## src/rtl/rx_gate_sched.sv

```systemverilog
// RX write-gate scheduler: after each accepted sync it opens nwin sample windows on the
// decimated strobe. Each window holds the gate open until the buffer finishes its frame.
module rx_gate_sched #(
  parameter int CNT_W = 16
) (
  input  logic             rxclk,
  input  logic             reset,
  input  logic             enable,
  input  logic             sync_in,
  input  logic             rxstrobe,
  input  logic [3:0]       buf_phase,
  input  logic [CNT_W-1:0] cfg_delay,
  input  logic [CNT_W-1:0] cfg_width,
  input  logic [CNT_W-1:0] cfg_gap,
  input  logic [2:0]       cfg_nwin,
  input  logic             clear_status,
  output logic             gate_enable,
  output logic [2:0]       win_idx,
  output logic [CNT_W-1:0] sample_cnt,
  output logic             busy,
  output logic             sync_miss
);

  typedef enum logic [2:0] {
    ST_IDLE  = 3'd0,
    ST_DELAY = 3'd1,
    ST_OPEN  = 3'd2,
    ST_DRAIN = 3'd3,
    ST_GAP   = 3'd4
  } state_t;

  localparam logic [CNT_W-1:0] CNT_ZERO = {CNT_W{1'b0}};
  localparam logic [CNT_W-1:0] CNT_ONE  = {{(CNT_W-1){1'b0}}, 1'b1};

  state_t           state_q, state_d;
  logic             sync_prev_q, sync_prev_d;
  logic [CNT_W-1:0] cnt_q, cnt_d;
  logic [CNT_W-1:0] sample_cnt_q, sample_cnt_d;
  logic [2:0]       win_idx_q, win_idx_d;
  logic             gate_q, gate_d;
  logic             busy_q, busy_d;
  logic             miss_q, miss_d;
  logic             abort_q, abort_d;
  logic [CNT_W-1:0] delay_sh_q, delay_sh_d;
  logic [CNT_W-1:0] width_sh_q, width_sh_d;
  logic [CNT_W-1:0] gap_sh_q, gap_sh_d;
  logic [2:0]       nwin_sh_q, nwin_sh_d;

  logic             sync_edge;
  logic             cfg_valid;
  logic             last_win;
  logic [CNT_W-1:0] skip_target;

  assign sync_edge   = sync_in & ~sync_prev_q;
  assign cfg_valid   = (cfg_width != CNT_ZERO) && (cfg_nwin != 3'd0);
  assign last_win    = (win_idx_q == (nwin_sh_q - 3'd1));
  assign skip_target = (state_q == ST_DELAY) ? delay_sh_q : gap_sh_q;

  // Next-state, counter, gate and status computation.
  always_comb begin
    state_d      = state_q;
    sync_prev_d  = sync_in;
    cnt_d        = cnt_q;
    sample_cnt_d = sample_cnt_q;
    win_idx_d    = win_idx_q;
    gate_d       = gate_q;
    miss_d       = miss_q;
    abort_d      = abort_q;
    delay_sh_d   = delay_sh_q;
    width_sh_d   = width_sh_q;
    gap_sh_d     = gap_sh_q;
    nwin_sh_d    = nwin_sh_q;

    // A new sync while a sequence runs is only recorded; setting beats clearing.
    if (sync_edge && (state_q != ST_IDLE)) begin
      miss_d = 1'b1;
    end else if (clear_status) begin
      miss_d = 1'b0;
    end else begin
      miss_d = miss_q;
    end

    case (state_q)
      ST_IDLE: begin
        gate_d = 1'b0;
        if (sync_edge && enable && cfg_valid) begin
          delay_sh_d   = cfg_delay;
          width_sh_d   = cfg_width;
          gap_sh_d     = cfg_gap;
          nwin_sh_d    = cfg_nwin;
          cnt_d        = CNT_ZERO;
          sample_cnt_d = CNT_ZERO;
          win_idx_d    = 3'd0;
          abort_d      = 1'b0;
          state_d      = ST_DELAY;
        end else begin
          state_d = ST_IDLE;
        end
      end

      // DELAY and GAP differ only in which shadowed skip count they wait out.
      ST_DELAY, ST_GAP: begin
        if (!enable) begin
          state_d = ST_IDLE;
        end else if (rxstrobe) begin
          if (cnt_q == skip_target) begin
            gate_d       = 1'b1;
            sample_cnt_d = CNT_ONE;
            cnt_d        = CNT_ZERO;
            if (width_sh_q == CNT_ONE) begin
              state_d = ST_DRAIN;
            end else begin
              state_d = ST_OPEN;
            end
          end else begin
            cnt_d = cnt_q + CNT_ONE;
          end
        end else begin
          state_d = state_q;
        end
      end

      ST_OPEN: begin
        if (!enable) begin
          abort_d = 1'b1;
          state_d = ST_DRAIN;
        end else if (rxstrobe) begin
          sample_cnt_d = sample_cnt_q + CNT_ONE;
          if ((sample_cnt_q + CNT_ONE) == width_sh_q) begin
            state_d = ST_DRAIN;
          end else begin
            state_d = ST_OPEN;
          end
        end else begin
          state_d = ST_OPEN;
        end
      end

      // The gate stays open until the buffer reports no frame in flight.
      ST_DRAIN: begin
        if (buf_phase == 4'd0) begin
          gate_d = 1'b0;
          if (abort_q || !enable || last_win) begin
            state_d = ST_IDLE;
          end else begin
            win_idx_d    = win_idx_q + 3'd1;
            cnt_d        = CNT_ZERO;
            sample_cnt_d = CNT_ZERO;
            state_d      = ST_GAP;
          end
        end else if (!enable) begin
          abort_d = 1'b1;
        end else begin
          state_d = ST_DRAIN;
        end
      end

      default: begin
        gate_d  = 1'b0;
        state_d = ST_IDLE;
      end
    endcase

    busy_d = (state_d != ST_IDLE);
  end

  // State and output registers with synchronous reset.
  always_ff @(posedge rxclk) begin
    if (reset) begin
      state_q      <= ST_IDLE;
      sync_prev_q  <= sync_in;
      cnt_q        <= CNT_ZERO;
      sample_cnt_q <= CNT_ZERO;
      win_idx_q    <= 3'd0;
      gate_q       <= 1'b0;
      busy_q       <= 1'b0;
      miss_q       <= 1'b0;
      abort_q      <= 1'b0;
      delay_sh_q   <= CNT_ZERO;
      width_sh_q   <= CNT_ZERO;
      gap_sh_q     <= CNT_ZERO;
      nwin_sh_q    <= 3'd0;
    end else begin
      state_q      <= state_d;
      sync_prev_q  <= sync_prev_d;
      cnt_q        <= cnt_d;
      sample_cnt_q <= sample_cnt_d;
      win_idx_q    <= win_idx_d;
      gate_q       <= gate_d;
      busy_q       <= busy_d;
      miss_q       <= miss_d;
      abort_q      <= abort_d;
      delay_sh_q   <= delay_sh_d;
      width_sh_q   <= width_sh_d;
      gap_sh_q     <= gap_sh_d;
      nwin_sh_q    <= nwin_sh_d;
    end
  end

  assign gate_enable = gate_q;
  assign win_idx     = win_idx_q;
  assign sample_cnt  = sample_cnt_q;
  assign busy        = busy_q;
  assign sync_miss   = miss_q;

endmodule

```

## config.mk

```make
export PLATFORM = sky130hd
export DESIGN_NAME = rx_gate_sched
export DESIGN_NICKNAME = d
export VERILOG_FILES = /design/src/rtl/rx_gate_sched.sv
export SDC_FILE = /design/constraint.sdc
export NUM_CORES = 1
export LEC_CHECK = 0
export BUFFER_PORTS_ARGS = -buffer_cell sky130_fd_sc_hd__buf_2
export CORE_MARGIN = 2
export CORE_UTILIZATION = 35
export CTS_BUF_LIST = sky130_fd_sc_hd__clkbuf_8
export DETAILED_ROUTE_END_ITERATION = 16
export GPL_ROUTABILITY_DRIVEN = 0
export PLACE_DENSITY = 0.58
export SETUP_SLACK_MARGIN = 0.1
export SLEW_MARGIN = 20
export SYNTH_ARGS = -nofsm -noshare
export SYNTH_HDL_FRONTEND = slang
export SYNTH_SLANG_ARGS = --single-unit
export TNS_END_PERCENT = 1
```

## constraint.sdc

```tcl
create_clock -name rxclk -period 4.8 [get_ports rxclk]
set_input_delay 0.96 -clock rxclk [delete_from_list [all_inputs] [get_ports rxclk]]
set_output_delay 0.96 -clock rxclk [all_outputs]
set_load 0.1 [all_outputs]
```

Yosys cells after proc, flatten, opt, wreduce, memory -nomap -nowiden
Index checks and enable logic that the tools add are counted.
- flip-flop bits (word level): 94
- logic and storage cells: 103
- add/sub/neg operators: 4
- equality and inequality tests: 17
- muxes and demuxes: 41
- bitwise logic cells: 3
- reduce and logical (&&, ||, !) cells: 25
- operators by type and width (kind ; number):
    2-to-1 mux 16 bit ; 12
    one-hot mux 16 bit (4 select lines) ; 1
    one-hot mux 16 bit (3 select lines) ; 1
    2-to-1 mux 3 bit ; 11
    adder 16 x 1 -> 16 bit, second input constant ; 2
    == test 16 bit ; 2
    inequality test 2 bit, second input constant ; 9
    == test 16 x 1 -> 1 bit, second input constant ; 1
    nonzero test 16 bit ; 1
    nonzero test 3 bit ; 5
    2-to-1 mux 1 bit ; 12
    one-hot mux 3 bit (4 select lines) ; 1
    AND reduction 9 bit ; 1
    == test 3 x 2 -> 1 bit, second input constant ; 2
    one-hot mux 1 bit (3 select lines) ; 2
    one-hot mux 3 bit (2 select lines) ; 1
    AND reduction 6 bit ; 1
    AND reduction 5 bit ; 1
    logical AND 1 bit ; 4
    logical NOT 4 bit ; 1
    AND reduction 4 bit ; 1
    nonzero test 2 bit ; 2
    nonzero test 4 bit ; 1
    adder 3 x 1 -> 3 bit, second input constant ; 1
    12 further kinds ; 14

Depth between registers and ports, before layout
- word-level depth: 8
- mapped depth: 13
- depth with buffers taken out: 10

Worst setup path before layout
Ideal clock, no wire load.
- path kind: flip-flop to flip-flop
- start point: register sample_cnt_q[0], in the netlist sample_cnt[0]
- end point: register busy_q, in the netlist busy
- data arrival time: 3.260 ns
- required time: 4.673 ns
- path slack: 1.413 ns
- cell stages (with the launch flop): 11
- buffers on the path: 1
- period minus slack after synthesis: 3.387 ns
- path through: dfxtp_1 > ha_1 > clkbuf_1 > nand3_1 > nor3_1 > xnor2_1 > o311a_1 > o2111ai_1 > a2111oi_0 > o31a_1 > or3_1
- longest elaborated chain between the ends: 7
- ends and longest elaborated chain (what ; line ; text):
    start, declared ; 38 ; logic [CNT_W-1:0] sample_cnt_q, sample_cnt_d;
    start signal, assigned ; 187 ; sample_cnt_q <= sample_cnt_d;
    adder 16 x 1 -> 16 bit ; 129 ; if ((sample_cnt_q + CNT_ONE) == width_sh_q) begin
    == test 16 bit ; 129 ;
    2-to-1 mux 1 bit ; 129 ;
    2-to-1 mux 3 bit ; 127 ; end else if (rxstrobe) begin
    2-to-1 mux 3 bit ; 124 ; if (!enable) begin
    one-hot mux 3 bit (4 select lines) ; 83 ; case (state_q)
    nonzero test 3 bit ; 164 ; busy_d = (state_d != ST_IDLE);
    end signal, assigned ; 190 ; busy_q <= busy_d;
    end, declared ; 41 ; logic busy_q, busy_d;
No other way between the ends.
A chain may end at the register's enable or synchronous reset.

Worst setup path after layout
- start point: register state_q[0]
- end point: register sample_cnt_q[7], in the netlist sample_cnt[7]
- longest elaborated chain between the ends: 5
- ends and longest elaborated chain (what ; line ; text):
    start, declared ; 35 ; state_t state_q, state_d;
    start signal, assigned ; 184 ; state_q <= state_d;
    == test 3 x 1 -> 1 bit ; 57, 83 ;
    2-to-1 mux 16 bit ; 57 ; assign skip_target = (state_q == ST_DELAY) ? delay_sh_q : gap_sh_q;
    == test 16 bit ; 106 ; if (cnt_q == skip_target) begin
    inequality test 2 bit (no line) ; - ;
    AND reduction 9 bit (no line) ; - ;
Several ways; a longest one is shown, not always the timed one.

==> flow_metrics.env <==
export IMPL_outcome="finished clean"
export IMPL_leakagePower_nw=2.09
export IMPL_synth_edf_count=0
export IMPL_die_area_mm2=0.0157
export IMPL_dp_cells=894
export IMPL_cts_resized=0
export IMPL_cp_start_kind="flop"
export IMPL_power_density_mw_per_mm2=268
export IMPL_fin_crit_sh_pct=84.7
export IMPL_ys_warn_count=0
export IMPL_fin_hold_ws_ns=0.461
export IMPL_grt_first_pass_wirelength_um=22900
export IMPL_track_usage_pct=17.9
export IMPL_pre_cts_ws_ns=0.769
export IMPL_critPathArrivalTime_ns=4.30
export IMPL_final_cell_count_no_fill=909
export IMPL_clkSinkCount=94
export IMPL_grt_pass1_vias=4607
export IMPL_hold_violations=0
export IMPL_worstHoldPathType="reg2reg"
export IMPL_drc=0
export IMPL_cts_setup_buffers=0
export IMPL_ctsHoldBuffers=0
export IMPL_viasPerCell=5.34
export IMPL_clock_root_buffer="clkbuf_8"
export IMPL_dpl_hpwl_um=10400
export IMPL_rsz0062_at_grt="false"
export IMPL_r2r_start="state_q[0]"
export IMPL_n_antenna_cell=0
export IMPL_cp_max_fo=16
export IMPL_syn_avg_cell_area_um2=7.79
export IMPL_gr_total_overflow=0
export IMPL_worstHoldStart="nwin_sh_q[2]"
export IMPL_grt_max_degree=56
export IMPL_crit_type="reg2reg"
export IMPL_finClkSkew_ns=0.0152
export IMPL_cts_tree="yes"
export IMPL_vias=4850
export IMPL_seq_area_frac_synth_pct=36.5
export IMPL_synthArstFlopShare_pct=0
export IMPL_clk_latency_ns=0.38
export IMPL_tightest_slew_ns=0.867
export IMPL_endpoint_kind="flop"
export IMPL_slew_headroom_pct=41.6
export IMPL_numCtsBuffers=9
export IMPL_worst_ep_required_time_ns=5.03
export IMPL_drive_gt1_share_pct=17.9
export IMPL_io_pins=83
export IMPL_wire_per_inst_um=15.4
export IMPL_firstDrtPassIters=5
export IMPL_clk_path_buf_depth=2
export IMPL_die_h_um=125
export IMPL_syn_nets=727
export IMPL_port_buffers=82
export IMPL_ant_nets=0
export IMPL_cts_htree_levels=3
export IMPL_p_total_mw=1.57
export IMPL_tns_ns=0
export IMPL_antenna_found_initial=0
export IMPL_ir_worst_vdd_v=0.000116
export IMPL_synth_top_flop_cell="dfxtp_1"
export IMPL_synth_seq_cells=94
export IMPL_synth_cell_types=71
export IMPL_crit_path_start="state_q[0]"
export IMPL_postSynthCellCount=662
export IMPL_clkTransAtPathRegs_ns=0.09
export IMPL_finalNetCount=786
export IMPL_initial_core_util_pct=35.6
export IMPL_cap_violations=0
export IMPL_slew_violations=0
export IMPL_setup_viol=0
export IMPL_timing_fmax_mhz=246
export IMPL_core_mm2=0.0145
export IMPL_syn_area_mm2=0.00516
export IMPL_fin_crit_ns=4.07
export IMPL_rows=44
export IMPL_die_w_um=125
export IMPL_areaGrowthSynthToFinish_pct=13.6
export IMPL_wl_um=14000
export IMPL_fin_ws_ns=0.733
export IMPL_drt_iter0_drc=418
layer usage:
layer | wire, µm | part of all wire, % | vias up | global-route usage [%]
met1 | 6500 | 46 | 2269 | 23.5
met4 | 451 | 3.2 | 0 | 7.91
li1 | - | - | 2416 | -
met5 | 0 | 0 | - | 0
met2 | 6360 | 45 | 136 | 28.0
met3 | 668 | 4.8 | 29 | 4.49
synthesized netlist by cell type, types with 2 or more instances:
cell type / count / share of area (%)
o22ai_1: 2 / 0.24
and3_1: 6 / 0.73
mux2i_1: 12 / 2.3
nand3_1: 19 / 1.8
o21ai_0: 3 / 0.29
nor4_1: 9 / 1.1
a221oi_1: 3 / 0.51
or3_1: 3 / 0.36
o31ai_1: 2 / 0.29
a211oi_1: 2 / 0.29
inv_1: 22 / 1.6
nor2b_1: 8 / 0.97
clkbuf_1: 33 / 2.4
and2_1: 2 / 0.24
nor3_1: 29 / 2.8
ha_1: 4 / 0.97
a21oi_1: 75 / 7.3
o31a_1: 2 / 0.34
o2111ai_1: 4 / 0.68
xor2_1: 13 / 2.2
a2111oi_0: 3 / 0.51
a32o_1: 2 / 0.39
buf_2: 3 / 0.29
o311ai_0: 2 / 0.34
o221ai_1: 2 / 0.34
a311oi_1: 3 / 0.51
nor4_2: 2 / 0.49
o21a_1: 5 / 0.73
nand2_1: 125 / 9.1
a211oi_2: 8 / 1.9
or2_2: 7 / 0.85
nand4_1: 6 / 0.73
nor2_1: 58 / 4.2
xnor2_1: 39 / 6.6
nor3b_1: 2 / 0.29
dfxtp_1: 94 / 36
a31oi_1: 3 / 0.36
nand2b_1: 12 / 1.5
cells by family (layout without fill, tap and decap cells):
group,Yosys count,after routing,synth area share [%]
compound gates,134,134,17.4
xor+xnor,53,53,9.27
fa+ha+maj,5,5,1.16
buf+inv,61,124,5.05
flops,94,94,36.5
mux,14,14,2.77
simple gates,301,301,27.9
final timing paths:
kind                                       to  slack (ns)  cells after the start
worst min register to register   nwin_sh_q[2]        0.46                      2
worst max-delay path            sample_cnt[7]        0.73                      8
worst min-delay path             nwin_sh_q[2]        0.46                      2
worst max register to register  sample_cnt[7]        0.73                      8
layout make-up:
| class | instances | area [µm²] |
|---|---|---|
| clock buffer | 10 | 138 |
| clock inverter | 5 | 58.8 |
| fill | 1481 | 8620 |
| inverter | 22 | 82.6 |
| multi-input combinational | 507 | 3020 |
| sequential | 94 | 1880 |
| tap | 184 | 230 |
| timing repair buffer | 87 | 448 |
critical path, stage by stage, from the launching register on:
cell,delay [ns]
dfxtp_1,0.63
nor3b_4,0.82
mux2i_1,0.27
o2111ai_1,0.18
or4_4,0.53
nor4_1,0.42
o21a_1,0.20
or2_1,0.65
a311oi_1,0.21
flip-flops by register name, summed over array words and instances (netlist names):
signal	flops
gap_sh_q	16
abort_q	1
state_q	3
width_sh_q	16
sync_prev_q	1
delay_sh_q	16
nwin_sh_q	3
cnt_q	16
gate_enable	1
sync_miss	1
busy	1
win_idx	3
sample_cnt	16
report_power, final:
group          internal (mW)  total [mW]  leakage [nW]  switching [mW]
clock network          0.253       0.540        0.0948           0.287
registers              0.799       0.822         0.761          0.0230
logic                 0.0805       0.208          1.23           0.128
total                   1.13        1.57          2.09           0.438
stage by stage:
step	area (µm²)	util, %
final	5860	40.5
after CTS	5860	40.5
after global placement	5660	39.1
after floorplan	5160	-
after detailed placement	5660	39.1
after global routing	5860	40.5
cell usage in the layout (no fill, tap or decap), types with 6 or more instances in the layout:
cell type | synthesis | routed
nor2_1 | 58 | 58
clkbuf_8 | 0 | 10
nor2b_1 | 8 | 8
a211oi_2 | 8 | 8
xor2_1 | 13 | 13
nor3_1 | 29 | 28
mux2i_1 | 12 | 12
nand4_1 | 6 | 6
buf_2 | 3 | 82
or2_2 | 7 | 7
xnor2_1 | 39 | 39
dfxtp_1 | 94 | 94
nand2b_1 | 12 | 12
nand3_1 | 19 | 19
a21oi_1 | 75 | 75
inv_1 | 22 | 22
and3_1 | 6 | 6
nor4_1 | 9 | 9
nand2_1 | 125 | 125
Note: power is estimated with default switching activity, not from simulation.
